$ cat src/rtl/vc_tx_arbiter_if.sv
// vc_tx_arbiter_if: VC source FIFO, destination FIFO and configuration signals of the tx arbiter
interface vc_tx_arbiter_if #(parameter int DATA_WIDTH = 6);
    logic                  init;
    logic [3:0]            umbral_vc_in;
    logic [3:0]            umbral_d_in;
    logic [2:0]            weight_vc0_in;
    logic [2:0]            weight_vc1_in;
    logic                  empty_fifo_VC0;
    logic                  empty_fifo_VC1;
    logic [DATA_WIDTH-1:0] data_out_VC0;
    logic [DATA_WIDTH-1:0] data_out_VC1;
    logic                  almost_full_fifo_D0;
    logic                  almost_full_fifo_D1;
    logic                  full_fifo_D0;
    logic                  full_fifo_D1;
    logic                  rd_enable_VC0;
    logic                  rd_enable_VC1;
    logic                  wr_enable_D0;
    logic                  wr_enable_D1;
    logic [DATA_WIDTH-1:0] data_out_D;
    logic [3:0]            Umbral_VC;
    logic [3:0]            Umbral_D;
    logic [1:0]            state;
    logic                  idle_out;
    logic                  active_out;
    logic                  error_out;

    modport master (
        input  init, umbral_vc_in, umbral_d_in, weight_vc0_in, weight_vc1_in,
               empty_fifo_VC0, empty_fifo_VC1, data_out_VC0, data_out_VC1,
               almost_full_fifo_D0, almost_full_fifo_D1, full_fifo_D0, full_fifo_D1,
        output rd_enable_VC0, rd_enable_VC1, wr_enable_D0, wr_enable_D1, data_out_D,
               Umbral_VC, Umbral_D, state, idle_out, active_out, error_out
    );

    modport slave (
        output init, umbral_vc_in, umbral_d_in, weight_vc0_in, weight_vc1_in,
               empty_fifo_VC0, empty_fifo_VC1, data_out_VC0, data_out_VC1,
               almost_full_fifo_D0, almost_full_fifo_D1, full_fifo_D0, full_fifo_D1,
        input  rd_enable_VC0, rd_enable_VC1, wr_enable_D0, wr_enable_D1, data_out_D,
               Umbral_VC, Umbral_D, state, idle_out, active_out, error_out
    );
endinterface

$ cat src/rtl/vc_tx_arbiter.sv
// vc_tx_arbiter: weighted round-robin pop from VC0/VC1, MSB-routed push to D0/D1, bring-up sequencing
module vc_tx_arbiter #(
    parameter int DATA_WIDTH = 6
) (
    input logic                clk,
    input logic                reset,
    vc_tx_arbiter_if.master    bus
);
    typedef enum logic [1:0] {RESET = 2'd0, INIT = 2'd1, IDLE = 2'd2, ACTIVE = 2'd3} state_t;

    state_t                state_q, state_d;
    logic [3:0]            umbral_vc_q, umbral_vc_d, umbral_d_q, umbral_d_d;
    logic [2:0]            w0_q, w0_d, w1_q, w1_d, credit_q, credit_d;
    logic                  cur_q, cur_d, pend_v_q, pend_v_d, pend_vc_q, pend_vc_d, err_q, err_d;
    logic                  e_cur, e_oth, can_pop, pop, pop_vc, latch, both_empty;
    logic [2:0]            w_cur, w_oth;
    logic [DATA_WIDTH-1:0] push_data;

    function automatic logic [2:0] reload(input logic [2:0] w);
        return (w == 3'd0) ? 3'd0 : w - 3'd1;
    endfunction

    always_comb begin
        e_cur      = cur_q ? bus.empty_fifo_VC1 : bus.empty_fifo_VC0;
        e_oth      = cur_q ? bus.empty_fifo_VC0 : bus.empty_fifo_VC1;
        w_cur      = cur_q ? w1_q : w0_q;
        w_oth      = cur_q ? w0_q : w1_q;
        both_empty = bus.empty_fifo_VC0 & bus.empty_fifo_VC1;
        can_pop    = (state_q == ACTIVE) & ~bus.init & ~bus.almost_full_fifo_D0 & ~bus.almost_full_fifo_D1;
        pop        = 1'b0;
        pop_vc     = cur_q;
        cur_d      = cur_q;
        credit_d   = credit_q;
        if (can_pop) begin
            if (!e_cur && credit_q != 3'd0) begin
                pop      = 1'b1;
                credit_d = credit_q - 3'd1;
            end else if (!e_oth) begin
                pop      = 1'b1;
                pop_vc   = ~cur_q;
                cur_d    = ~cur_q;
                credit_d = reload(w_oth);
            end else if (!e_cur) begin
                pop      = 1'b1;
                credit_d = reload(w_cur);
            end
        end
        pend_v_d  = pop;
        pend_vc_d = pop_vc;
        // The pushed word comes straight from the source FIFO output, one cycle after its pop.
        push_data = pend_v_q ? (pend_vc_q ? bus.data_out_VC1 : bus.data_out_VC0) : '0;
        err_d     = err_q
                  | (pend_v_q & ~push_data[DATA_WIDTH-1] & bus.full_fifo_D0)
                  | (pend_v_q &  push_data[DATA_WIDTH-1] & bus.full_fifo_D1);
        latch       = (state_q == INIT) & bus.init;
        umbral_vc_d = latch ? bus.umbral_vc_in  : umbral_vc_q;
        umbral_d_d  = latch ? bus.umbral_d_in   : umbral_d_q;
        w0_d        = latch ? bus.weight_vc0_in : w0_q;
        w1_d        = latch ? bus.weight_vc1_in : w1_q;
        state_d = state_q;
        case (state_q)
            RESET:   state_d = INIT;
            INIT:    state_d = bus.init ? INIT : IDLE;
            IDLE:    state_d = bus.init ? INIT : (both_empty ? IDLE : ACTIVE);
            ACTIVE:  state_d = bus.init ? INIT : ((both_empty && !pop && !pend_v_q) ? IDLE : ACTIVE);
            default: state_d = RESET;
        endcase
    end

    always_ff @(posedge clk) begin
        if (reset) begin
            state_q     <= RESET;
            umbral_vc_q <= '0;
            umbral_d_q  <= '0;
            w0_q        <= '0;
            w1_q        <= '0;
            credit_q    <= '0;
            cur_q       <= 1'b0;
            pend_v_q    <= 1'b0;
            pend_vc_q   <= 1'b0;
            err_q       <= 1'b0;
        end else begin
            state_q     <= state_d;
            umbral_vc_q <= umbral_vc_d;
            umbral_d_q  <= umbral_d_d;
            w0_q        <= w0_d;
            w1_q        <= w1_d;
            credit_q    <= credit_d;
            cur_q       <= cur_d;
            pend_v_q    <= pend_v_d;
            pend_vc_q   <= pend_vc_d;
            err_q       <= err_d;
        end
    end

    assign bus.rd_enable_VC0 = pop & ~pop_vc;
    assign bus.rd_enable_VC1 = pop &  pop_vc;
    assign bus.wr_enable_D0  = pend_v_q & ~push_data[DATA_WIDTH-1];
    assign bus.wr_enable_D1  = pend_v_q &  push_data[DATA_WIDTH-1];
    assign bus.data_out_D    = push_data;
    assign bus.Umbral_VC     = umbral_vc_q;
    assign bus.Umbral_D      = umbral_d_q;
    assign bus.state         = state_q;
    assign bus.idle_out      = (state_q == IDLE);
    assign bus.active_out    = (state_q == ACTIVE);
    assign bus.error_out     = err_q;
endmodule

$ cat src/flat_wrapper.sv
// flat-port wrapper written by rule: the top's interface ports become plain ports
module vc_tx_arbiter_flat 
#(
    parameter int DATA_WIDTH = 6
)
  (clk, reset, bus_init, bus_umbral_vc_in, bus_umbral_d_in, bus_weight_vc0_in, bus_weight_vc1_in, bus_empty_fifo_VC0, bus_empty_fifo_VC1, bus_data_out_VC0, bus_data_out_VC1, bus_almost_full_fifo_D0, bus_almost_full_fifo_D1, bus_full_fifo_D0, bus_full_fifo_D1, bus_rd_enable_VC0, bus_rd_enable_VC1, bus_wr_enable_D0, bus_wr_enable_D1, bus_data_out_D, bus_Umbral_VC, bus_Umbral_D, bus_state, bus_idle_out, bus_active_out, bus_error_out);
  vc_tx_arbiter_if #(.DATA_WIDTH(DATA_WIDTH)) bus_i ();
  input logic clk;
  input logic reset;
  input wire logic [$bits(bus_i.init)-1:0] bus_init;
  input wire logic [$bits(bus_i.umbral_vc_in)-1:0] bus_umbral_vc_in;
  input wire logic [$bits(bus_i.umbral_d_in)-1:0] bus_umbral_d_in;
  input wire logic [$bits(bus_i.weight_vc0_in)-1:0] bus_weight_vc0_in;
  input wire logic [$bits(bus_i.weight_vc1_in)-1:0] bus_weight_vc1_in;
  input wire logic [$bits(bus_i.empty_fifo_VC0)-1:0] bus_empty_fifo_VC0;
  input wire logic [$bits(bus_i.empty_fifo_VC1)-1:0] bus_empty_fifo_VC1;
  input wire logic [$bits(bus_i.data_out_VC0)-1:0] bus_data_out_VC0;
  input wire logic [$bits(bus_i.data_out_VC1)-1:0] bus_data_out_VC1;
  input wire logic [$bits(bus_i.almost_full_fifo_D0)-1:0] bus_almost_full_fifo_D0;
  input wire logic [$bits(bus_i.almost_full_fifo_D1)-1:0] bus_almost_full_fifo_D1;
  input wire logic [$bits(bus_i.full_fifo_D0)-1:0] bus_full_fifo_D0;
  input wire logic [$bits(bus_i.full_fifo_D1)-1:0] bus_full_fifo_D1;
  output wire logic [$bits(bus_i.rd_enable_VC0)-1:0] bus_rd_enable_VC0;
  output wire logic [$bits(bus_i.rd_enable_VC1)-1:0] bus_rd_enable_VC1;
  output wire logic [$bits(bus_i.wr_enable_D0)-1:0] bus_wr_enable_D0;
  output wire logic [$bits(bus_i.wr_enable_D1)-1:0] bus_wr_enable_D1;
  output wire logic [$bits(bus_i.data_out_D)-1:0] bus_data_out_D;
  output wire logic [$bits(bus_i.Umbral_VC)-1:0] bus_Umbral_VC;
  output wire logic [$bits(bus_i.Umbral_D)-1:0] bus_Umbral_D;
  output wire logic [$bits(bus_i.state)-1:0] bus_state;
  output wire logic [$bits(bus_i.idle_out)-1:0] bus_idle_out;
  output wire logic [$bits(bus_i.active_out)-1:0] bus_active_out;
  output wire logic [$bits(bus_i.error_out)-1:0] bus_error_out;
  assign bus_i.init = bus_init;
  assign bus_i.umbral_vc_in = bus_umbral_vc_in;
  assign bus_i.umbral_d_in = bus_umbral_d_in;
  assign bus_i.weight_vc0_in = bus_weight_vc0_in;
  assign bus_i.weight_vc1_in = bus_weight_vc1_in;
  assign bus_i.empty_fifo_VC0 = bus_empty_fifo_VC0;
  assign bus_i.empty_fifo_VC1 = bus_empty_fifo_VC1;
  assign bus_i.data_out_VC0 = bus_data_out_VC0;
  assign bus_i.data_out_VC1 = bus_data_out_VC1;
  assign bus_i.almost_full_fifo_D0 = bus_almost_full_fifo_D0;
  assign bus_i.almost_full_fifo_D1 = bus_almost_full_fifo_D1;
  assign bus_i.full_fifo_D0 = bus_full_fifo_D0;
  assign bus_i.full_fifo_D1 = bus_full_fifo_D1;
  assign bus_rd_enable_VC0 = bus_i.rd_enable_VC0;
  assign bus_rd_enable_VC1 = bus_i.rd_enable_VC1;
  assign bus_wr_enable_D0 = bus_i.wr_enable_D0;
  assign bus_wr_enable_D1 = bus_i.wr_enable_D1;
  assign bus_data_out_D = bus_i.data_out_D;
  assign bus_Umbral_VC = bus_i.Umbral_VC;
  assign bus_Umbral_D = bus_i.Umbral_D;
  assign bus_state = bus_i.state;
  assign bus_idle_out = bus_i.idle_out;
  assign bus_active_out = bus_i.active_out;
  assign bus_error_out = bus_i.error_out;
  vc_tx_arbiter #(.DATA_WIDTH(DATA_WIDTH)) u_core (.clk(clk), .reset(reset), .bus(bus_i));
endmodule
$ cat config.mk
export PLATFORM = sky130hd
export DESIGN_NAME = vc_tx_arbiter_flat
export DESIGN_NICKNAME = d
export VERILOG_FILES = /design/src/rtl/vc_tx_arbiter_if.sv /design/src/rtl/vc_tx_arbiter.sv /design/src/flat_wrapper.sv
export SDC_FILE = /design/constraint.sdc
export NUM_CORES = 1
export LEC_CHECK = 0
export ABC_AREA = 0
export ABC_CLOCK_PERIOD_IN_PS = 2700
export CORE_ASPECT_RATIO = 1.1
export CORE_MARGIN = 2
export CORE_UTILIZATION = 41
export DETAILED_ROUTE_END_ITERATION = 7
export PLACE_DENSITY = 0.9
export SLEW_MARGIN = 20
export SYNTH_ARGS = -nofsm -noshare
export SYNTH_HDL_FRONTEND = slang
export SYNTH_SLANG_ARGS = --single-unit
export TNS_END_PERCENT = 50
$ cat constraint.sdc
create_clock -name clk -period 2.7 [get_ports clk]
set_clock_uncertainty 0.1 [all_clocks]
set_input_delay 0.54 -clock clk [delete_from_list [all_inputs] [get_ports clk]]
set_output_delay 0.54 -clock clk [all_outputs]
set_load 0.02 [all_outputs]
After elaboration in Yosys (flattened, before gate mapping)
Cells that the tools add are included.
{"block": "totals", "reg_bits": 22, "output_inout_bits": 23, "elab_cells": 70}
{"block": "classes", "addsub": 3, "n_eq_ne": 4, "mux": 24, "bitwise_logic": 19, "reduce_logical": 11}
{"operator": "$mux 3", "n": 7}
{"operator": "$mux 6", "n": 2}
{"operator": "$and 1x1->1", "n": 11}
{"operator": "$mux 1", "n": 11}
{"operator": "$sub 3x1->3 const B", "n": 3}
{"operator": "$pmux 2 s4", "n": 1}
{"operator": "$logic_not 3->1", "n": 2}
{"operator": "$mux 2", "n": 3}
{"operator": "$not 1->1", "n": 6}
{"operator": "$eq 2x2->1 const B", "n": 2}
{"operator": "$logic_and 1x1->1", "n": 3}
{"operator": "$logic_not 1->1", "n": 3}
{"operator": "$ne 3x3->1 const B", "n": 1}
{"operator": "$reduce_bool 3->1", "n": 1}
{"operator": "$eq 2x1->1 const B", "n": 1}
{"operator": "$logic_not 2->1", "n": 1}
{"operator": "$or 1x1->1", "n": 2}
{"operator": "$reduce_and 2->1", "n": 1}

Logic depth before layout (Yosys ltp)
{"block": "depth", "ltp_word": 11, "mapped_depth": 10, "depth_no_buf": 9}

Worst setup path after synthesis
Ideal clock, no wire load.
{"block": "synth_timing", "path_kind": "in2out", "startpoint": "in bus_almost_full_fifo_D0", "endpoint": "out bus_rd_enable_VC1", "t_arrival_ns": 1.598, "required_ns": 2.060, "path_slack_ns": 0.462, "stages": 3, "path_buffers": 0, "path_cell_list": "and4bb_2 > nor3b_1 > a21boi_0"}
{"block": "synth_via", "elab_chain_len": 5, "elab_cells_between_ends": 6, "classes_between": "mux: 2; bitwise: 4"}
{"element": "start: declaration", "line": "flat_wrapper.sv:19", "rtl": "input wire logic [$bits(bus_i.almost_full_fifo_D0)-1:0] bus_almost_full_fifo_D0;"}
{"element": "$not 1->1 (*)", "line": "vc_tx_arbiter.sv:29", "rtl": "can_pop = (state_q == ACTIVE) & ~bus.init & ~bus.almost_full_fifo_D0 & ~bus.almost_full_fifo_D1;"}
{"element": "$and 1x1->1 (*) (2 in a row)", "line": "vc_tx_arbiter.sv:29"}
{"element": "$mux 1", "line": "vc_tx_arbiter.sv:34", "rtl": "if (can_pop) begin"}
{"element": "$and 1x1->1 (*)", "line": "vc_tx_arbiter.sv:97", "rtl": "assign bus.rd_enable_VC1 = pop & pop_vc;"}
{"element": "end: declaration", "line": "flat_wrapper.sv:24", "rtl": "output wire logic [$bits(bus_i.rd_enable_VC1)-1:0] bus_rd_enable_VC1;"}
Every way passes the cells marked *; elsewhere a longest branch is shown, timed or not.

Worst setup path in the final report
{"block": "layout_timing", "startpoint": "in bus_data_out_VC1[5]", "endpoint": "out bus_wr_enable_D0"}
{"block": "layout_via", "elab_chain_len": 4}
{"element": "start: declaration", "line": "flat_wrapper.sv:18", "rtl": "input wire logic [$bits(bus_i.data_out_VC1)-1:0] bus_data_out_VC1;"}
{"element": "$mux 6 (2 in a row)", "line": "vc_tx_arbiter.sv:51", "rtl": "push_data = pend_v_q ? (pend_vc_q ? bus.data_out_VC1 : bus.data_out_VC0) : '0;"}
{"element": "$not 1->1", "line": "vc_tx_arbiter.sv:98", "rtl": "assign bus.wr_enable_D0 = pend_v_q & ~push_data[DATA_WIDTH-1];"}
{"element": "$and 1x1->1", "line": "vc_tx_arbiter.sv:98"}
{"element": "end: declaration", "line": "flat_wrapper.sv:25", "rtl": "output wire logic [$bits(bus_i.wr_enable_D0)-1:0] bus_wr_enable_D0;"}
Every way passes these cells.

==> results by group <==
Logic synthesis
  – Top post-synthesis cells by area: dfxtp_1 34%, nand2_1 11%, a21oi_1 7.0%, mux2i_1 6.2%, ha_1 5.8%
  – Synth top cells by count: 37 x nand2_1, 22 x dfxtp_1, 18 x a21oi_1
  – Syn_area_per_cell: 7.747 µm²
  – Adder-Cell Fraction of Synth Area: 5.803%
  – Synth warn: 0
  – Post-Synth XOR/XNOR Area: 0.6770%
  – Post-synthesis cell count: 167
  – Most numerous cell in the Yosys netlist: nand2_1
  – Cell variety after synth: 38
  – Ys flop type: dfxtp_1
  – Number of synthesized flops with an enable pin: 0
  – Mapped Nets: 208
  – Synthesized flop and latch total: 22
  – Synth area leader: dfxtp_1
  – Post-synth top area share: 34.04%
  – Synth Area in Compound Gates: 14.99%
  – Sequential fraction of the synthesis area: 34.04%
  – Largest family of logic cells by synthesized area: simple AND/OR/NAND/NOR gates
  – Mapped Area: 1294 µm²
  – Post-synthesis mux area share: 8.801%
  – Synth async-reset ratio: 0%
  – Post-Synth Simple-Gate Area: 29.01%

Place
  – RD Place Congestion: 0.7906
  – Inst Count DP: 261
  – Port bufs: 57
  – Pre-CTS setup slack: -0.2860 ns
  – HPWL Detailed: 2558 µm

Timing
  – RSZ-0062 raised after global routing: false
  – Setup TNS: 0 ns
  – Post-layout min period: 2.583 ns
  – Fin. Hold Viols: 0
  – Peak Freq: 387.1 MHz
  – Final period util: 95.67%
  – Final setup slack of the worst path: 0.1168 ns
  – Max-slew headroom: 71.12%
  – Worst slew pin tran: 0.4313 ns
  – Final setup vio count: 0
  – Final slew viol count: 0

Finish
  – Layout cells sized above 1: 10.00%
  – Layout Cells excl Fill: 264
  – Area delta synth->final: 51.84%
  – Filler cell count: 250
  – # nets final: 273
  – Number of inserted diodes: 0

Detailed routing
  – DR pass1 iterations: 4
  – Routed len/inst: 12.32 µm
  – Via/cell ratio: 5.042
  – Final wirelength: 3253 µm
  – Vias post-DR: 1331
  – Iter 0 DRT Violations: 32
  – DRC Markers: 0
  – Routed Antenna Nets: 0

Worst setup path
  – Crit path top cell by count: clkdlybuf4s50_1
  – Critical R2R Launch: u_core.cur_q$_SDFF_PP0_
  – Crit path launch type: input port
  – Critical path buffers and inverters: 2
  – Critical Path Fanout Max: 3
  – Critical path arrival: 1.94 ns
  – CP top delay family: buffers and inverters
  – CP peak stage delay: 0.60 ns
  – CP endpoint kind: primary output
  – Cell Chain, Critical Path: clkdlybuf4s50_1 > mux2i_1 > and2_1 > clkdlybuf4s50_1
  – CP max-delay cell: clkdlybuf4s50_1
  – Worst EP required: 2.06 ns
  – Critical Path Start: bus_data_out_VC1[5]
  – Setup CP Type: in2out

Floorplanning
  – Die Span X: 57.56 µm
  – Initial Util: 42.82%
  – DIE AREA: 3621 µm²
  – Rows: 21
  – Io pins: 58
  – Std-Cell Core Area: 3022 µm²
  – Die height: 62.92 µm

Pwr
  – Clock power frac: 22.8%
  – Sequential share of power: 53.5%
  – Psw: 0.0001670 W
  – Power share of the combinational group: 23.7%
  – Pleak: 0.7348 nW
  – PwrDens: 328.6 nW/µm²
  – Internal power: 0.0004785 W
  – VDD IR max: 272.8 µV
  – Switching share of power: 25.87%

CTS
  – Clock Pin Slew Worst Setup and Hold Paths: 0.11 ns
  – CTS tree: built
  – CTS buffer count: 3
  – Hold_buf cts: 0
  – # resized after CTS: 3
  – Post-CTS Setup Repair Bufs: 0
  – H-tree level count: 1
  – Clock tree sinks: 22
  – Max clock buf depth: 2
  – Worst skew pair latency: 0.31 ns
  – Root Driver: clkbuf_4

GRT
  – Total GRT Usage: 18.40%
  – Vias in the first global route: 1271
  – Largest net degree at the start of global routing: 23
  – Initial antenna violation count: 0
  – First-pass GRT wire length: 5368 µm
  – GRT Residual Overflow: 0

Run status
  – Outcome: complete, no violations

Worst hold path
  – Worst Hold Launch: u_core.bus.Umbral_VC[2]$_SDFFE_PP0P_
  – Hold crit path type: reg2reg

Flow run
  – Max-Cap Viols: 0
## area by class of cell
cell class | instances | area (µm²) | area share (%)
Multi-Input combinational cell | 126 | 767.0 | 39.04
Timing Repair Buffer | 69 | 654.4 | 33.31
Sequential cell | 22 | 440.4 | 22.42
Tap cell | 34 | 42.54 | 2.166
Inverter | 10 | 37.54 | 1.911
Clock buffer | 3 | 22.52 | 1.146
## flip-flops by register name, indices dropped and copies added, names as in the netlist
register,cells
u_core.bus.Umbral_VC,4
u_core.w0_q,3
u_core.pend_v_q,1
u_core.cur_q,1
u_core.bus.error_out,1
u_core.bus.Umbral_D,4
u_core.w1_q,3
u_core.bus.state,2
u_core.credit_q,3
## logic make-up after synthesis
group / count (synthesis)
muxes: 11
AOI/OAI and AO/OA: 31
adders and majority gates: 6
DFF: 22
xor gates and xnor gates: 1
buffers and inverters: 19
and+or+nand+nor: 77
## cells in the final DEF (no fill, tap or decap), types with 3 or more instances in the layout
cell type | synthesis | routed
a21oi_1 | 18 | 18
buf_4 | 1 | 12
inv_1 | 10 | 10
mux2i_1 | 8 | 8
nor2b_1 | 7 | 7
ha_1 | 6 | 6
clkbuf_4 | 0 | 3
mux2_2 | 3 | 3
nor3_1 | 3 | 3
clkdlybuf4s50_1 | 0 | 55
nand2_1 | 37 | 37
and2_1 | 4 | 4
dfxtp_1 | 22 | 22
nor2_1 | 10 | 10
## power by group through the flow
stage | sequential [W] | combinational, W | clock [W]
after floorplan | 0.000361 | 0.0000545 | 0
final | 0.000345 | 0.000153 | 0.000147
after global routing | 0.000347 | 0.000168 | 0.000167
after global placement | 0.000352 | 0.000150 | 0
after detailed placement | 0.000353 | 0.000153 | 0
after CTS | 0.000345 | 0.000154 | 0.000152
## per-layer routing
metal	vias up	share of wire, %	global-route usage, %
met5	-	0	0
met4	0	0.89	5.233
met3	2	6.8	5.176
met2	40	49	32.24
met1	602	43	21.37
li1	687	-	-
## per-stage QoR
step | cell area [µm²] | total power [W] | hold slack (ns) | utilization (%)
2_1_floorplan | 1294 | 0.0004160 | 0.3519 | -
3_3_place_gp | 1948 | 0.0005023 | 0.3410 | 64.47
3_5_place_dp | 1948 | 0.0005059 | 0.3500 | 64.47
4_1_cts | 1969 | 0.0006516 | 0.3656 | 65.18
5_1_grt | 1964 | 0.0006815 | 0.3930 | 65.01
6_report | 1964 | 0.0006455 | 0.3674 | 65.01
## worst register-to-register path, stage by stage (launching register included)
cell	delay, ns
dfxtp_1	0.43
buf_4	0.24
o31a_1	0.18
inv_1	0.05
ha_1	0.20
or3b_1	0.35
a21oi_1	0.15
o211ai_1	0.10
a31oi_1	0.16
## worst paths after layout
path                                               end  slack, ns  cells after the start
setup / recovery                      bus_wr_enable_D0       0.12                      4
hold / removal    u_core.bus.Umbral_VC[2]$_SDFFE_PP0P_       0.37                      2
setup reg to reg       u_core.credit_q[0]$_SDFFE_PP0P_       0.67                      8
hold reg to reg   u_core.bus.Umbral_VC[2]$_SDFFE_PP0P_       0.37                      2
No activity file was read; power rests on OpenSTA's default activity.
